## src/rtl/rr_sel10_pkg.sv

```systemverilog
// Shared definitions for the 10-channel round-robin select generator.
// Holds the channel and select widths, the FSM state type and the one-hot helper.
package rr_sel10_pkg;

  localparam int NUM_CH = 10;
  localparam int SEL_W  = 4;

  typedef enum logic {
    IDLE  = 1'b0,
    GRANT = 1'b1
  } state_e;

  // Indices 10..15 map to all-zeros, so no grant bit ever lands outside 0..9.
  function automatic logic [NUM_CH-1:0] onehot10(input logic [SEL_W-1:0] idx);
    logic [NUM_CH-1:0] v;
    v = '0;
    for (int i = 0; i < NUM_CH; i++) begin
      if (idx == SEL_W'(i)) v[i] = 1'b1;
    end
    return v;
  endfunction

endpackage

```

## src/rtl/rr_pick10.sv

```systemverilog
// Combinational circular priority finder: returns the first requesting channel
// searching from last+1 (mod 10), so last itself is considered last of all.
module rr_pick10
  import rr_sel10_pkg::*;
(
  input  logic [NUM_CH-1:0] req,
  input  logic [SEL_W-1:0]  last,
  input  logic              excl_en,
  input  logic [SEL_W-1:0]  excl,
  output logic              any,
  output logic [SEL_W-1:0]  idx
);

  logic [NUM_CH-1:0] req_m;
  logic [SEL_W-1:0]  cand [NUM_CH];

  assign req_m = req & ~(excl_en ? onehot10(excl) : '0);

  // cand[k] is the k-th channel visited; the wrap 9 -> 0 is an explicit subtract.
  generate
    for (genvar gi = 0; gi < NUM_CH; gi++) begin : g_cand
      logic [SEL_W:0] sum;
      assign sum = {1'b0, last} + (SEL_W+1)'(gi + 1);
      assign cand[gi] = (sum >= (SEL_W+1)'(NUM_CH)) ? SEL_W'(sum - (SEL_W+1)'(NUM_CH))
                                                      : sum[SEL_W-1:0];
    end
  endgenerate

  always_comb begin
    any = 1'b0;
    idx = '0;
    for (int k = NUM_CH - 1; k >= 0; k--) begin
      if (req_m[cand[k]]) begin
        any = 1'b1;
        idx = cand[k];
      end
    end
  end

endmodule

```

## src/rtl/rr_sel10.sv

```systemverilog
// Round-robin select generator driving the 10:1 mux select S, holding each grant
// for up to MAX_BURST transfers with a valid/ready handshake toward the consumer.
module rr_sel10
  import rr_sel10_pkg::*;
#(
  parameter int MAX_BURST = 4
) (
  input  logic              clk,
  input  logic              rst,
  input  logic [NUM_CH-1:0] req,
  input  logic              out_ready,
  output logic [SEL_W-1:0]  S,
  output logic              sel_valid,
  output logic [NUM_CH-1:0] grant,
  output logic              burst_last
);

  localparam logic [3:0] CNT_LAST = 4'(MAX_BURST - 1);

  state_e            state_q, state_d;
  logic [SEL_W-1:0]  s_q, s_d;
  logic [SEL_W-1:0]  last_q, last_d;
  logic [3:0]        cnt_q, cnt_d;
  logic [NUM_CH-1:0] grant_q, grant_d;

  logic              in_grant, transfer, req_cur, exhausted, end_grant;
  logic              pick_any;
  logic [SEL_W-1:0]  pick_last, pick_idx;

  assign in_grant  = (state_q == GRANT);
  assign transfer  = in_grant && out_ready;
  assign req_cur   = req[s_q];
  assign exhausted = transfer && (cnt_q == CNT_LAST);
  // A dropped request ends the grant whether or not a beat moved this cycle.
  assign end_grant = in_grant && (!req_cur || exhausted);
  assign pick_last = in_grant ? s_q : last_q;

  rr_pick10 u_pick (
    .req     (req),
    .last    (pick_last),
    .excl_en (exhausted),
    .excl    (s_q),
    .any     (pick_any),
    .idx     (pick_idx)
  );

  always_comb begin
    state_d = state_q;
    s_d     = s_q;
    last_d  = last_q;
    cnt_d   = cnt_q;
    grant_d = grant_q;
    case (state_q)
      IDLE: begin
        if (pick_any) begin
          state_d = GRANT;
          s_d     = pick_idx;
          grant_d = onehot10(pick_idx);
          cnt_d   = '0;
        end
      end
      GRANT: begin
        if (end_grant) begin
          last_d = s_q;
          cnt_d  = '0;
          if (pick_any) begin
            s_d     = pick_idx;
            grant_d = onehot10(pick_idx);
          end else if (exhausted && req_cur) begin
            // Sole requester with an exhausted burst starts a fresh burst.
            s_d     = s_q;
            grant_d = grant_q;
          end else begin
            state_d = IDLE;
            grant_d = '0;
          end
        end else if (transfer) begin
          cnt_d = cnt_q + 4'd1;
        end
      end
      default: state_d = IDLE;
    endcase
  end

  always_ff @(posedge clk or posedge rst) begin
    if (rst) begin
      state_q <= IDLE;
      s_q     <= '0;
      last_q  <= SEL_W'(NUM_CH - 1);
      cnt_q   <= '0;
      grant_q <= '0;
    end else begin
      state_q <= state_d;
      s_q     <= s_d;
      last_q  <= last_d;
      cnt_q   <= cnt_d;
      grant_q <= grant_d;
    end
  end

  assign S          = s_q;
  assign sel_valid  = in_grant;
  assign grant      = grant_q;
  assign burst_last = in_grant && (cnt_q == CNT_LAST);

endmodule
```

## config.mk

```make
export PLATFORM = sky130hd
export DESIGN_NAME = rr_sel10
export DESIGN_NICKNAME = d
export VERILOG_FILES = /design/src/rtl/rr_sel10_pkg.sv /design/src/rtl/rr_pick10.sv /design/src/rtl/rr_sel10.sv
export SDC_FILE = /design/constraint.sdc
export NUM_CORES = 1
export LEC_CHECK = 0
export CORE_ASPECT_RATIO = 1.5
export CORE_MARGIN = 1
export CORE_UTILIZATION = 49
export DETAILED_ROUTE_END_ITERATION = 7
export PLACE_DENSITY = 0.79
export SLEW_MARGIN = 40
export SYNTH_ARGS = -nofsm -noshare
export SYNTH_HDL_FRONTEND = slang
export SYNTH_SLANG_ARGS = --single-unit
```

## constraint.sdc

```tcl
create_clock -name clk -period 11.25 [get_ports clk]
set_input_delay 2.8125 -clock clk [delete_from_list [all_inputs] [get_ports clk]]
set_output_delay 2.8125 -clock clk [all_outputs]
set_load 0.03 [all_outputs]
```

==> impl_metrics.json <==
{
  "first_pass_iters": 6,
  "seq_area_sq_um": 578.1,
  "viasPerCell": 6.827,
  "grt_overflow": 0,
  "fin_tns_setup_ns": 0,
  "cts-root-buf": "clkbuf_16",
  "worstHoldPathType": "register to register",
  "cp_slowest_cell": "clkdlybuf4s50_1",
  "multi_input_area_sq_um": 3378,
  "maxSlewViolCount": 0,
  "routed_wirelength_um": 13680,
  "port_buffers": 28,
  "synth_area_per_cell_sq_um": 8.028,
  "htree_levels": 1,
  "rsz0062_at_grt": "false",
  "worstSetupStartpointType": "input pin",
  "worst-path-buf-inv": 1,
  "crit_family": "simple AND/OR/NAND/NOR gates",
  "ys_seq_area_share_pct": 14.01,
  "wire_per_inst_um": 21.51,
  "fp-row-count": 40,
  "grt_pass1_vias": 4320,
  "clk-insertion-delay-late_ns": 0.26,
  "setup_viol": 0,
  "cp_cell_sequence": "clkdlybuf4s50_1, nand3b_1, nor2_1, a21oi_1, mux2i_1, o22ai_1, nand2b_1, and3b_1, nand3_2, o22ai_2, or2_1, o31ai_1",
  "dp_hpwl_um": 10790,
  "final_cell_area_sq_um": 4567,
  "cts.sinks": 23,
  "final.period_utilization_pct": 51.63,
  "critical_path_required_ns": 11.42,
  "end_kind": "register",
  "grt_pass1_wl_um": 21850,
  "yosys_warnings": 0,
  "core_area_sq_um": 8108,
  "post_cts_buffers": 0,
  "maxCapViolations": 0,
  "routabilityCongestion": 1.031,
  "syn-cell-area_sq_um": 4126,
  "area_delta_synth_final_pct": 10.67,
  "worstPathArrival_ns": 5.98,
  "synth_ff_type": "dfrtp_1",
  "die_area_sq_um": 8800,
  "postRouteAntennaNets": 0,
  "dpl_cell_area_sq_um": 4472,
  "num_vias": 4342,
  "skew_ns": 0.0006600,
  "min_period_ns": 5.809,
  "numCtsBuffers": 3,
  "initial_core_util_pct": 50.90,
  "ctsResizeCount": 0,
  "grt_max_degree": 24,
  "synth_nets": 549,
  "critPathKind": "input pin to register",
  "hold_violations": 0,
  "crit_fanout": 6,
  "antenna_found_initial": 0,
  "synth_edf_count": 0,
  "initialDrtViolationCount": 289,
  "clk_pin_slew_ns": 0.06,
  "grt.total_usage_pct": 31.83,
  "hold_buffers": 0,
  "relSlewSlack_pct": 49.70,
  "synth_seq_cells": 23,
  "nets": 567,
  "fin_cells": 636,
  "fp.dieH_um": 114.4,
  "cts_tree": "done",
  "diodes": 0,
  "clk_path_buf_depth": 2,
  "fill_cells": 783,
  "ios": 29,
  "cpPeakStageDelay_ns": 0.47,
  "fmax_mhz": 172.2,
  "synth_cell_types": 94,
  "drive_gt1_share_pct": 13.18,
  "drc": 0,
  "die_x_um": 76.93,
  "post-place-cells": 631,
  "tightestPinTransition_ns": 0.7546,
  "syn_inst": 514,
  "outcome": "finished, final reports clean",
  "postSynth.asyncResetShare_pct": 100.0
}
-- kinds of logic (layout without fill, tap and decap cells) --
logic type,count (synthesis),count (layout),share of synthesized area (%)
and+or+nand+nor,192,192,24.20
adders and majority gates,22,22,6.853
AOI/OAI and AO/OA,170,170,31.99
DFF,23,23,14.01
buffers and inverters,40,57,4.214
muxes,59,59,17.04
xor gates and xnor gates,8,8,1.698
-- flip-flops by register name, summed over array words and instances (netlist names) --
signal,flops
S,4
grant,10
cnt_q,4
last_q,4
sel_valid,1
-- layout make-up --
type	instances	area share [%]
clock buffer	3	1.644
inverter	20	1.699
sequential	23	12.66
tap	105	2.877
timing repair buffer	33	7.041
clock inverter	1	0.1096
multi-input combinational	451	73.97
-- layer usage --
metal,global-route usage [%],wire length [um]
met1,34.53,5132
met3,1.912,661
met5,0,0
met4,22.31,796
met2,58.57,7093
-- per-stage QoR --
step                hold slack (ns)  worst slack, ns  utilization [%]
finish                       0.4760            5.441            56.33
global route                 0.5194            5.233            56.33
CTS                          0.4860            5.468            56.14
detailed placement           0.4729            5.198            55.15
global placement             0.4720            5.262            55.15
floorplan                    0.4733            6.119                -
-- Yosys cell counts (all sizes together) (3+ instances only) --
library cell,instances,area [sq um]
nand2,55,209.0
mux2i,41,451.7
nor2,36,137.6
o21ai,31,155.1
dfrtp,21,525.5
ha,21,262.8
inv,20,77.57
a21oi,19,98.85
nor3,19,100.1
nand3,15,80.08
mux2,14,161.4
and2,12,75.07
a31oi,11,75.07
clkbuf,11,41.29
o22ai,11,87.59
buf,9,55.04
a21o,8,60.06
or2,8,50.05
xnor2,8,70.07
a211oi,7,57.55
nand2b,7,43.79
nor2b,7,43.79
a211o,6,52.55
o21a,6,45.04
a22oi,5,37.54
o211ai,5,37.54
o31ai,5,42.54
or4,5,37.54
a21boi,4,33.78
a22o,4,35.03
a32o,4,40.04
mux4,4,90.09
nand4,4,25.02
nor4,4,31.28
o21ba,4,40.04
o311ai,4,67.57
a221oi,3,26.28
a311oi,3,26.28
and3,3,18.77
o2111ai,3,26.28
or3,3,18.77
-- worst paths after layout --
kind                       startpoint         to  slack, ns  cells after the start
max                         out_ready   cnt_q[3]       5.44                     12
min                          grant[8]   grant[8]       0.48                      2
max reg2reg                 sel_valid   grant[9]       6.09                     17
min reg2reg                  grant[8]   grant[8]       0.48                      2
max in group asynchronous         rst  last_q[0]       7.99                      2
min in group asynchronous         rst       S[3]       2.90                      2
-- worst min-delay path, cell delays in order, from the launching register on --
cell and delay, ns:
dfrtp_1 0.34, nand2_1 0.04, o21ai_0 0.06
-- layout by cell type (no fill, tap or decap), types with 5 or more instances in the layout --
cell type	n
a211o_1	6
a211oi_1	6
a21o_1	8
a21oi_1	18
a22oi_1	5
a31oi_1	10
and2_1	12
clkdlybuf4s50_1	28
dfrtp_1	21
ha_1	21
inv_1	14
inv_2	5
mux2_2	13
mux2i_1	36
nand2_1	54
nand2b_1	7
nand3_1	14
nor2_1	35
nor2b_1	7
nor3_1	18
o211ai_1	5
o21a_1	6
o21ai_0	29
o22ai_1	8
or2_2	6
or4_1	5
xnor2_1	8
Power is not shown: default switching activity piles up to over one toggle a cycle in this logic, so the estimate is an artifact.
